### src/rtl/spi_slave_if.sv
// On-chip side of the SPI responder: transmit handshake, receive strobe and status.
// Latency: none; this is wiring only.
// Backpressure: tx_valid/tx_ready. The receive side has no backpressure (rx_valid is a one-cycle strobe).
//
// Ports (slave view):
//   tx_data/tx_valid  in   word offered for the next frame
//   tx_ready          out  one-entry transmit buffer is empty
//   rx_data/rx_valid  out  last complete received word, one-cycle update strobe
//   tx_underrun       out  one-cycle strobe: a word was loaded from an empty buffer
//   busy              out  synchronised chip select is low
interface spi_slave_if #(
    parameter int word_width = 8
);
    logic [word_width-1:0] tx_data;
    logic                  tx_valid;
    logic                  tx_ready;
    logic [word_width-1:0] rx_data;
    logic                  rx_valid;
    logic                  tx_underrun;
    logic                  busy;

    modport slave (
        input  tx_data, tx_valid,
        output tx_ready, rx_data, rx_valid, tx_underrun, busy
    );

    modport master (
        output tx_data, tx_valid,
        input  tx_ready, rx_data, rx_valid, tx_underrun, busy
    );
endinterface

### src/rtl/spi_slave.sv
// SPI mode-0 responder, MSB first: deserialises MOSI into words and serialises a one-entry tx buffer onto MISO.
// Latency: pin-to-strobe takes 3 clk (2 synchroniser flops + edge detect); MISO is valid <= 4 clk after an SCLK/SS fall.
// Backpressure: tx_ready low while the buffer holds a word. The master is never stalled; an empty buffer sends zeros and flags tx_underrun.
//
// Ports:
//   clk, rst_n         system clock (>= 8x SCLK), asynchronous active-low reset
//   SCLK, SS, MOSI     asynchronous SPI pins from the master
//   MISO, MISO_OE      slave data out; enable is high while the synchronised SS is low
//   bus (slave)        tx handshake, rx word/strobe, underrun strobe, busy
module spi_slave #(
    parameter int word_width = 8    // bits per SPI word, minimum 2
) (
    input  logic          clk,
    input  logic          rst_n,
    input  logic          SCLK,
    input  logic          SS,
    input  logic          MOSI,
    output logic          MISO,
    output logic          MISO_OE,
    spi_slave_if.slave    bus
);

    localparam int CW = $clog2(word_width + 1);
    localparam logic [CW-1:0] CNT_LAST = CW'(word_width - 1);
    localparam logic [CW-1:0] CNT_FULL = CW'(word_width);

    typedef enum logic [1:0] {
        ST_IDLE  = 2'd0,
        ST_LOAD  = 2'd1,
        ST_SHIFT = 2'd2
    } state_t;

    state_t state, state_nxt;

    // ------------------------------------------------------------------
    // Pin synchronisers. The *_prev flops give edge detection on the
    // synchronised value. Reset values match an idle bus (SCLK low, SS high)
    // so leaving reset never creates a false edge.
    // ------------------------------------------------------------------
    logic sclk_meta, sclk_sync, sclk_prev;
    logic ss_meta, ss_sync, ss_prev;
    logic mosi_meta, mosi_sync;

    always_ff @(posedge clk or negedge rst_n) begin
        if (!rst_n) begin
            sclk_meta <= 1'b0;
            sclk_sync <= 1'b0;
            sclk_prev <= 1'b0;
            ss_meta   <= 1'b1;
            ss_sync   <= 1'b1;
            ss_prev   <= 1'b1;
            mosi_meta <= 1'b0;
            mosi_sync <= 1'b0;
        end else begin
            sclk_meta <= SCLK;
            sclk_sync <= sclk_meta;
            sclk_prev <= sclk_sync;
            ss_meta   <= SS;
            ss_sync   <= ss_meta;
            ss_prev   <= ss_sync;
            mosi_meta <= MOSI;
            mosi_sync <= mosi_meta;
        end
    end

    logic sclk_rise, sclk_fall, ss_fall, ss_rise;

    assign sclk_rise = sclk_sync & ~sclk_prev;
    assign sclk_fall = ~sclk_sync & sclk_prev;
    assign ss_fall   = ~ss_sync & ss_prev;
    assign ss_rise   = ss_sync & ~ss_prev;

    // ------------------------------------------------------------------
    // Datapath state
    // ------------------------------------------------------------------
    logic [word_width-1:0] tx_buf;
    logic                  tx_full;
    logic [word_width-1:0] tx_shift;
    // Only the low word_width-1 received bits need holding. The newest bit
    // completes the word directly into rx_data.
    logic [word_width-2:0] rx_shift;
    logic [word_width-1:0] rx_next;
    logic [CW-1:0]         bit_cnt;
    logic [word_width-1:0] rx_data_q;
    logic                  rx_valid_q;
    logic                  tx_underrun_q;
    logic                  miso_q;

    logic tx_accept;
    logic do_load, do_rise, do_shift, word_last;

    assign tx_accept = bus.tx_valid & ~tx_full;
    assign rx_next   = {rx_shift, mosi_sync};
    assign word_last = do_rise & (bit_cnt == CNT_LAST);

    // ------------------------------------------------------------------
    // FSM
    // ------------------------------------------------------------------
    always_ff @(posedge clk or negedge rst_n) begin
        if (!rst_n) begin
            state <= ST_IDLE;
        end else begin
            state <= state_nxt;
        end
    end

    always_comb begin
        state_nxt = state;
        do_load   = 1'b0;
        do_rise   = 1'b0;
        do_shift  = 1'b0;
        // A chip-select release aborts from any state. It also beats an
        // SCLK edge that is seen in the same cycle.
        if (ss_rise) begin
            state_nxt = ST_IDLE;
        end else begin
            case (state)
                ST_IDLE: begin
                    if (ss_fall) begin
                        state_nxt = ST_LOAD;
                    end
                end
                ST_LOAD: begin
                    do_load   = 1'b1;
                    state_nxt = ST_SHIFT;
                end
                ST_SHIFT: begin
                    if (sclk_rise && (bit_cnt != CNT_FULL)) begin
                        do_rise = 1'b1;
                    end else if (sclk_fall) begin
                        // A fall after a complete word starts the next
                        // word while SS stays low.
                        if (bit_cnt == CNT_FULL) begin
                            state_nxt = ST_LOAD;
                        end else begin
                            do_shift = 1'b1;
                        end
                    end
                end
                default: begin
                    state_nxt = ST_IDLE;
                end
            endcase
        end
    end

    // ------------------------------------------------------------------
    // Buffer, shifters, counters and registered outputs
    // ------------------------------------------------------------------
    always_ff @(posedge clk or negedge rst_n) begin
        if (!rst_n) begin
            tx_buf        <= '0;
            tx_full       <= 1'b0;
            tx_shift      <= '0;
            rx_shift      <= '0;
            bit_cnt       <= '0;
            rx_data_q     <= '0;
            rx_valid_q    <= 1'b0;
            tx_underrun_q <= 1'b0;
            miso_q        <= 1'b0;
        end else begin
            rx_valid_q    <= 1'b0;
            tx_underrun_q <= 1'b0;

            // A LOAD with an empty buffer sees the pre-accept state. A word
            // accepted in that same cycle is kept for the next load.
            if (tx_accept) begin
                tx_buf  <= bus.tx_data;
                tx_full <= 1'b1;
            end else if (do_load) begin
                tx_full <= 1'b0;
            end

            if (state_nxt == ST_IDLE) begin
                miso_q <= 1'b0;
            end

            if (ss_rise) begin
                bit_cnt <= '0;
            end

            if (do_load) begin
                bit_cnt <= '0;
                if (tx_full) begin
                    tx_shift <= tx_buf;
                    miso_q   <= tx_buf[word_width-1];
                end else begin
                    tx_shift      <= '0;
                    miso_q        <= 1'b0;
                    tx_underrun_q <= 1'b1;
                end
            end

            if (do_rise) begin
                rx_shift <= rx_next[word_width-2:0];
                bit_cnt  <= bit_cnt + 1'b1;
                if (word_last) begin
                    rx_data_q  <= rx_next;
                    rx_valid_q <= 1'b1;
                end
            end

            if (do_shift) begin
                tx_shift <= tx_shift << 1;
                miso_q   <= tx_shift[word_width-2];
            end
        end
    end

    assign MISO            = miso_q;
    assign MISO_OE         = ~ss_sync;
    assign bus.busy        = ~ss_sync;
    assign bus.tx_ready    = ~tx_full;
    assign bus.rx_data     = rx_data_q;
    assign bus.rx_valid    = rx_valid_q;
    assign bus.tx_underrun = tx_underrun_q;

endmodule

### src/flat_wrapper.sv
// flat-port wrapper written by rule: the top's interface ports become plain ports
module spi_slave_flat 
#(
    parameter int word_width = 8                                   
)
  (clk, rst_n, SCLK, SS, MOSI, MISO, MISO_OE, bus_tx_data, bus_tx_valid, bus_tx_ready, bus_rx_data, bus_rx_valid, bus_tx_underrun, bus_busy);
  spi_slave_if #(.word_width(word_width)) bus_i ();
  input  logic clk;
  input  logic rst_n;
  input  logic SCLK;
  input  logic SS;
  input  logic MOSI;
  output logic MISO;
  output logic MISO_OE;
  input wire logic [$bits(bus_i.tx_data)-1:0] bus_tx_data;
  input wire logic [$bits(bus_i.tx_valid)-1:0] bus_tx_valid;
  output wire logic [$bits(bus_i.tx_ready)-1:0] bus_tx_ready;
  output wire logic [$bits(bus_i.rx_data)-1:0] bus_rx_data;
  output wire logic [$bits(bus_i.rx_valid)-1:0] bus_rx_valid;
  output wire logic [$bits(bus_i.tx_underrun)-1:0] bus_tx_underrun;
  output wire logic [$bits(bus_i.busy)-1:0] bus_busy;
  assign bus_i.tx_data = bus_tx_data;
  assign bus_i.tx_valid = bus_tx_valid;
  assign bus_tx_ready = bus_i.tx_ready;
  assign bus_rx_data = bus_i.rx_data;
  assign bus_rx_valid = bus_i.rx_valid;
  assign bus_tx_underrun = bus_i.tx_underrun;
  assign bus_busy = bus_i.busy;
  spi_slave #(.word_width(word_width)) u_core (.clk(clk), .rst_n(rst_n), .SCLK(SCLK), .SS(SS), .MOSI(MOSI), .MISO(MISO), .MISO_OE(MISO_OE), .bus(bus_i));
endmodule
### config.mk
export PLATFORM = sky130hd
export DESIGN_NAME = spi_slave_flat
export DESIGN_NICKNAME = d
export VERILOG_FILES = /design/src/rtl/spi_slave_if.sv /design/src/rtl/spi_slave.sv /design/src/flat_wrapper.sv
export SDC_FILE = /design/constraint.sdc
export NUM_CORES = 1
export LEC_CHECK = 0
export CAP_MARGIN = 20
export CELL_PAD_IN_SITES_DETAIL_PLACEMENT = 0
export CELL_PAD_IN_SITES_GLOBAL_PLACEMENT = 1
export CORE_MARGIN = 1
export CORE_UTILIZATION = 50
export CTS_CLUSTER_SIZE = 12
export DETAILED_ROUTE_END_ITERATION = 10
export DONT_BUFFER_PORTS = 1
export GPL_ROUTABILITY_DRIVEN = 0
export HOLD_SLACK_MARGIN = 0.06
export PLACE_DENSITY = 0.8
export SLEW_MARGIN = 40
export SYNTH_ARGS = -nofsm -noshare
export SYNTH_HDL_FRONTEND = slang
export SYNTH_SLANG_ARGS = --single-unit
export TNS_END_PERCENT = 5
### constraint.sdc
create_clock -name clk -period 1.7 [get_ports clk]
set_input_delay 0 -clock clk [delete_from_list [all_inputs] [get_ports clk]]
set_output_delay 0 -clock clk [all_outputs]
set_load 0.01 [all_outputs]
### Word-level counts from Yosys, hierarchy flattened

Index checks and enable logic that the tools add are counted.

* flip-flop bits (word level): 48
* input bits: 14
* output and inout bits: 14
* word-level logic and storage cells: 75

* $add $sub $neg: 1
* equal/unequal tests: 5
* mux-type cells: 32
* bitwise operators: 11
* reduce and logical (&&, ||, !) cells: 8

Operators by type and width (count)
* 7-bit 2-to-1 mux: 3
* 1-bit 2-to-1 mux: 20
* 4-bit 2-to-1 mux: 3
* 2-bit 2-to-1 mux: 5
* 1-bit bitwise AND: 6
* 2-bit one-hot mux with 3 select lines: 1
* 3-bit nonzero test: 2
* 1-bit inverter: 5
* 4-bit by 1-bit adder with 4-bit output, second input constant: 1
* 4-bit by 3-bit equality test with 1-bit output, second input constant: 1
* 4-bit equality test, second input constant: 1
* 2-bit zero test: 2
* 4-bit inequality test, second input constant: 1
* 2-bit nonzero test: 2
* 2-bit by 1-bit equality test with 1-bit output, second input constant: 1
* 2-bit equality test, second input constant: 1
* 2-bit AND reduction: 1
* 1-bit logical AND: 1

### Longest topological paths before layout

* depth after elaboration: 10
* mapped depth: 7
* mapped depth without buffers: 6

### Worst setup path after synthesis

OpenSTA, ideal clock, no wires.

* path type: reg2reg
* from: register u_core.bit_cnt[0]
* to: register u_core.tx_shift[5]
* arrival time: 1.410 ns
* required time: 1.574 ns
* path slack: 0.163 ns
* stages on the path, launching flop included: 7
* cells stage by stage: dfrtp_1 inv_1 ha_1 nand3b_4 and4b_4 buf_6 a221o_2

* word-level cells in the longest chain between the ends: 7
* elaborated cells between the ends (all ways): 10
* those cells by class: eq/ne: 2; mux: 6; reduce/logical: 2

RTL lines
* from (decl): RTL line spi_slave.sv:83 `logic [CW-1:0] bit_cnt;`
* from (signal assigned): RTL line spi_slave.sv:196 `bit_cnt <= bit_cnt + 1'b1;`
* 4-bit equality test: RTL line spi_slave.sv:133 `if (bit_cnt == CNT_FULL) begin`
* 1-bit 2-to-1 mux: RTL line spi_slave.sv:133
* 1-bit 2-to-1 mux: RTL line spi_slave.sv:130 `end else if (sclk_fall) begin`
* 1-bit 2-to-1 mux *: RTL line spi_slave.sv:128 `if (sclk_rise && (bit_cnt != CNT_FULL)) begin`
* 1-bit 2-to-1 mux *: RTL line spi_slave.sv:117 `case (state)`
* 1-bit 2-to-1 mux *: RTL line spi_slave.sv:114 `if (ss_rise) begin`
* 7-bit 2-to-1 mux / 2-bit nonzero test (equally long branches)
* to (signal assigned): RTL line spi_slave.sv:185 `tx_shift <= tx_buf;`
* to (signal assigned): RTL line spi_slave.sv:204 `tx_shift <= tx_shift << 1;`
* to (decl): RTL line spi_slave.sv:78 `logic [word_width-1:0] tx_shift;`

Every way passes the cells marked *; elsewhere a longest branch is shown, timed or not.
A chain may end at the register's enable or synchronous reset.

### Worst setup path in the final report

* from: register u_core.bit_cnt[1]
* to: register u_core.tx_shift[3]

Same word-level chain as after synthesis.

==> results by group <==
Min path
  – Cells on Worst Hold Path: 3
  – Class of the most critical hold timing path: primary input to register
  – Endpoint of the worst hold path: u_core.tx_full
  – Hold Startpoint: bus_tx_valid

Die
  – Total die area: 0.00421 mm²
  – Initial standard-cell utilization of the core: 53.3%
  – Core region area: 0.00372 mm²
  – Total number of placement rows: 22
  – Boundary pin count: 28
  – Vertical die dimension: 64.9 µm
  – Width of the chip: 64.9 µm

Layout
  – Antenna fix cells: 0
  – Footprint of the multi-input gates: 719 µm²
  – Sequential cell area in the final layout: 0.00120 mm²
  – Share of layout cells above drive strength 1: 33.9%
  – Leading cell types in the layout, fill and taps excluded: sky130_fd_sc_hd__dfrtp_1 (45), sky130_fd_sc_hd__mux2_2 (23), sky130_fd_sc_hd__dlygate4sd3_1 (12)
  – Most common cell after layout, fill and taps aside: sky130_fd_sc_hd__dfrtp_1
  – Layout overhead on the synthesized area: 17.7%
  – Post-route cell area: roughly 0.0023 mm²
  – Post-layout net count: 183
  – Fillers: 310

Logic synthesis
  – Avg Cell Area, Syn: roughly 14 µm²
  – Number of register bits inferred by synthesis: 48
  – Count of flip-flops with a built-in enable after synthesis: 0
  – Syn Std Cell Area: around 0.0020 mm²
  – Proportion of synthesized chip area in sequential cells: 60.9%
  – Netlist cell types: 38
  – Count of warnings emitted by yosys: 0
  – Post-synthesis net count: 160
  – Synth Flop Type: sky130_fd_sc_hd__dfrtp_1
  – Number of standard cells after synthesis: 144
  – Post-synth ARST share: 100%

Drt
  – TritonRoute pass-1 iters: 4
  – Violation count after the first detailed-routing iteration: 90
  – Remaining DRCs: 0
  – Average via count per standard cell: around 5.3
  – Total via count in the routed design: ~1100
  – Final routed wirelength across all metal layers: 3030 µm
  – Post-DR wirelength/cell: about 14 µm
  – ANT nets after route: 0

Global routing
  – Number of antenna violations at the first check in global routing: 0
  – Global routing usage summed across all routing layers: roughly 17%
  – Maximum number of pins on one net before global-route repair: 49
  – First-pass GRT wire length: 5280 µm
  – Number of global-route vias before repair: 1181
  – Remaining global-route overflow: 0

STA
  – RSZ-0062 raised after global routing: false
  – Time the final worst path needs with I/O delays and setup: 1600 ps
  – Worst hold slack: 112 ps
  – Endpoints failing setup: 0
  – Slew Limit Fails: 0
  – Fin Setup TNS: 0 ps
  – Worst setup slack after layout: 99.6 ps
  – FMAX: 0.625 GHz
  – Worst clock skew: ~5.5 ps
  – Fraction of the cycle the final worst path needs: 94.1%
  – Actual slew at the worst max-slew pin: 307 ps
  – Hold Vio Cnt, Final: 0
  – Slew Limit Headroom: around four fifths

Pwr
  – Proportion of total power due to net switching: 25.9%
  – Total Power Consumption: 2.87 mW
  – Power per cell area: approximately 1200 mW/mm²
  – Peak supply drop: 838 µV
  – Comb pwr share: 16.6%
  – Switching pwr: 742 µW
  – Clock share of power: ~28%
  – Int Pwr: ~2.1 mW
  – Sequential power share: 55.1%
  – Static leakage power: between 1 and 1.5 nW

Clock tree
  – TritonCTS clock tree: done
  – Number of buffers added by the clock tree synthesis step: 5
  – Max Buffers Root-to-Sink: 2
  – Total number of clock tree sinks: 48
  – Source-to-sink clock delay at the later pin of the worst-skew pair: about 300 ps
  – Root Driver: sky130_fd_sc_hd__clkbuf_8
  – Clock slew at reported path FFs: 90 ps
  – H-tree lvl count: 2

Critical path
  – Crit start category: register
  – Largest fanout on the critical path: 9
  – Cell chain of the critical path: inv_1, ha_1, nand3b_4, and4b_4, buf_4, a221o_2
  – R2r endpoint: u_core.tx_shift[3]
  – Worst setup slack for register-to-register paths: roughly 100 ps
  – Data arrival time of the critical path: 1790 ps
  – Crit. End Element: register
  – Critical-path top delay cell: sky130_fd_sc_hd__dfrtp_1
  – Category of the most critical setup path: register to register
  – Critical register-to-register path startpoint: u_core.bit_cnt[1]
  – Stage delay of the slowest cell on the critical path: 420 ps
  – FF-to-FF path depth: 6
  – Required time of the worst setup path: 1890 ps

Place
  – Port Buffers: 0
  – Post-Place Worst Slack: approximately 70 ps
  – Area post-placement: 0.00204 mm²
  – Detailed-placement wirelength estimate: 2070 µm

Flow run
  – Number of maximum-capacitance constraint violations: 0

Status
  – Status: completed
==> per-layer routing <==
metal  GRT usage (%)  wire [µm]  vias up
met1            20.7       1360      559
met3            4.40        112        7
met4            9.17         74        0
met2            27.6       1490       25
met5               0          0        -
li1                -          -      550
==> synthesized netlist by cell type (2+ instances only) <==
cell type	n	share of area, %
sky130_fd_sc_hd__dfrtp_1	45	57
sky130_fd_sc_hd__mux2_2	23	13
sky130_fd_sc_hd__nand2_1	8	1.5
sky130_fd_sc_hd__inv_1	7	1.3
sky130_fd_sc_hd__a221o_2	5	2.8
sky130_fd_sc_hd__and3_1	5	1.6
sky130_fd_sc_hd__o21ai_0	5	1.3
sky130_fd_sc_hd__a21oi_1	3	0.76
sky130_fd_sc_hd__dfstp_2	3	4.0
sky130_fd_sc_hd__nand3_1	3	0.76
sky130_fd_sc_hd__nor2_1	3	0.57
sky130_fd_sc_hd__and2b_2	2	0.89
sky130_fd_sc_hd__buf_4	2	0.76
sky130_fd_sc_hd__clkbuf_1	2	0.38
sky130_fd_sc_hd__ha_1	2	1.3
sky130_fd_sc_hd__nand3b_1	2	0.76
sky130_fd_sc_hd__nor2_2	2	0.63
sky130_fd_sc_hd__nor2b_1	2	0.63
==> cells by family (layout without fill, tap and decap cells) <==
kind of cell,after synthesis,count (layout),synth area share [%]
DFF,48,48,60.9
and+or+nand+nor,39,39,13.9
muxes,24,24,13.6
AOI/OAI and AO/OA,17,17,6.38
buffers and inverters,12,36,3.03
adders and majority gates,3,3,1.77
xor gates and xnor gates,1,1,0.443
==> state kept, by name (all words and copies together) (netlist names) <==
name / cells
u_core.bus.rx_data: 8
u_core.tx_buf: 8
u_core.rx_shift: 7
u_core.tx_shift: 7
u_core.bit_cnt: 4
u_core.state: 2
u_core.MISO: 1
u_core.bus.rx_valid: 1
u_core.bus.tx_underrun: 1
u_core.mosi_meta: 1
u_core.mosi_sync: 1
u_core.sclk_meta: 1
u_core.sclk_prev: 1
u_core.sclk_sync: 1
u_core.ss_meta: 1
u_core.ss_prev: 1
u_core.ss_sync: 1
u_core.tx_full: 1
==> stage by stage <==
stage,utilization (%),std cells
3_3_place_gp,55.0,192
5_1_grt,62.7,216
4_1_cts,62.0,213
3_5_place_dp,55.0,192
6_report,62.7,216
2_1_floorplan,-,144
==> worst max-delay path by stage <==
stage | from | end | cells after the start
2_1_floorplan | u_core.bit_cnt[0] | u_core.tx_shift[5] | 6
3_3_place_gp | u_core.bit_cnt[1] | u_core.tx_shift[1] | 6
3_5_place_dp | u_core.ss_prev | u_core.tx_shift[2] | 4
4_1_cts | u_core.bit_cnt[1] | u_core.tx_shift[2] | 6
5_1_grt | u_core.bit_cnt[1] | u_core.tx_shift[3] | 6
6_report | u_core.bit_cnt[1] | u_core.tx_shift[3] | 6
==> repair_timing <==
action / 4_1_cts / 5_1_grt
endpoints found under the hold margin: 59 / 0
hold buffers: 13 / 0
endpoints found under the setup margin: 0 / 5
resized for setup: 0 / 1
buffers inserted: 0 / 3
==> worst max-delay path: cells and delay by family, from the launching register on <==
family,cells,cell delay (ps)
flip-flops,1,420
adder cells (fa/ha/maj),1,180
AND/OR/NAND/NOR,2,330
AO/OA/AOI/OAI,1,360
buffers and inverters,2,210
==> area by class of cell <==
type                       count  share of cell area, %
sequential                    48                   51.7
multi-input combinational     84                   30.9
timing repair buffer          21                   8.92
clock buffer                   5                   2.95
tap                           48                   2.58
clock inverter                 3                   1.83
inverter                       7                   1.13
==> power by group through the flow <==
stage / sequential [mW] / combinational, mW / clock (mW)
after global routing: 1.62 / 0.526 / 0.882
after CTS: 1.58 / 0.471 / 0.836
final: 1.58 / 0.475 / 0.811
after detailed placement: 1.60 / 0.423 / 0
after global placement: 1.59 / 0.404 / 0
after floorplan: 1.52 / 0.387 / 0
Power figures use the tool's default switching activity.
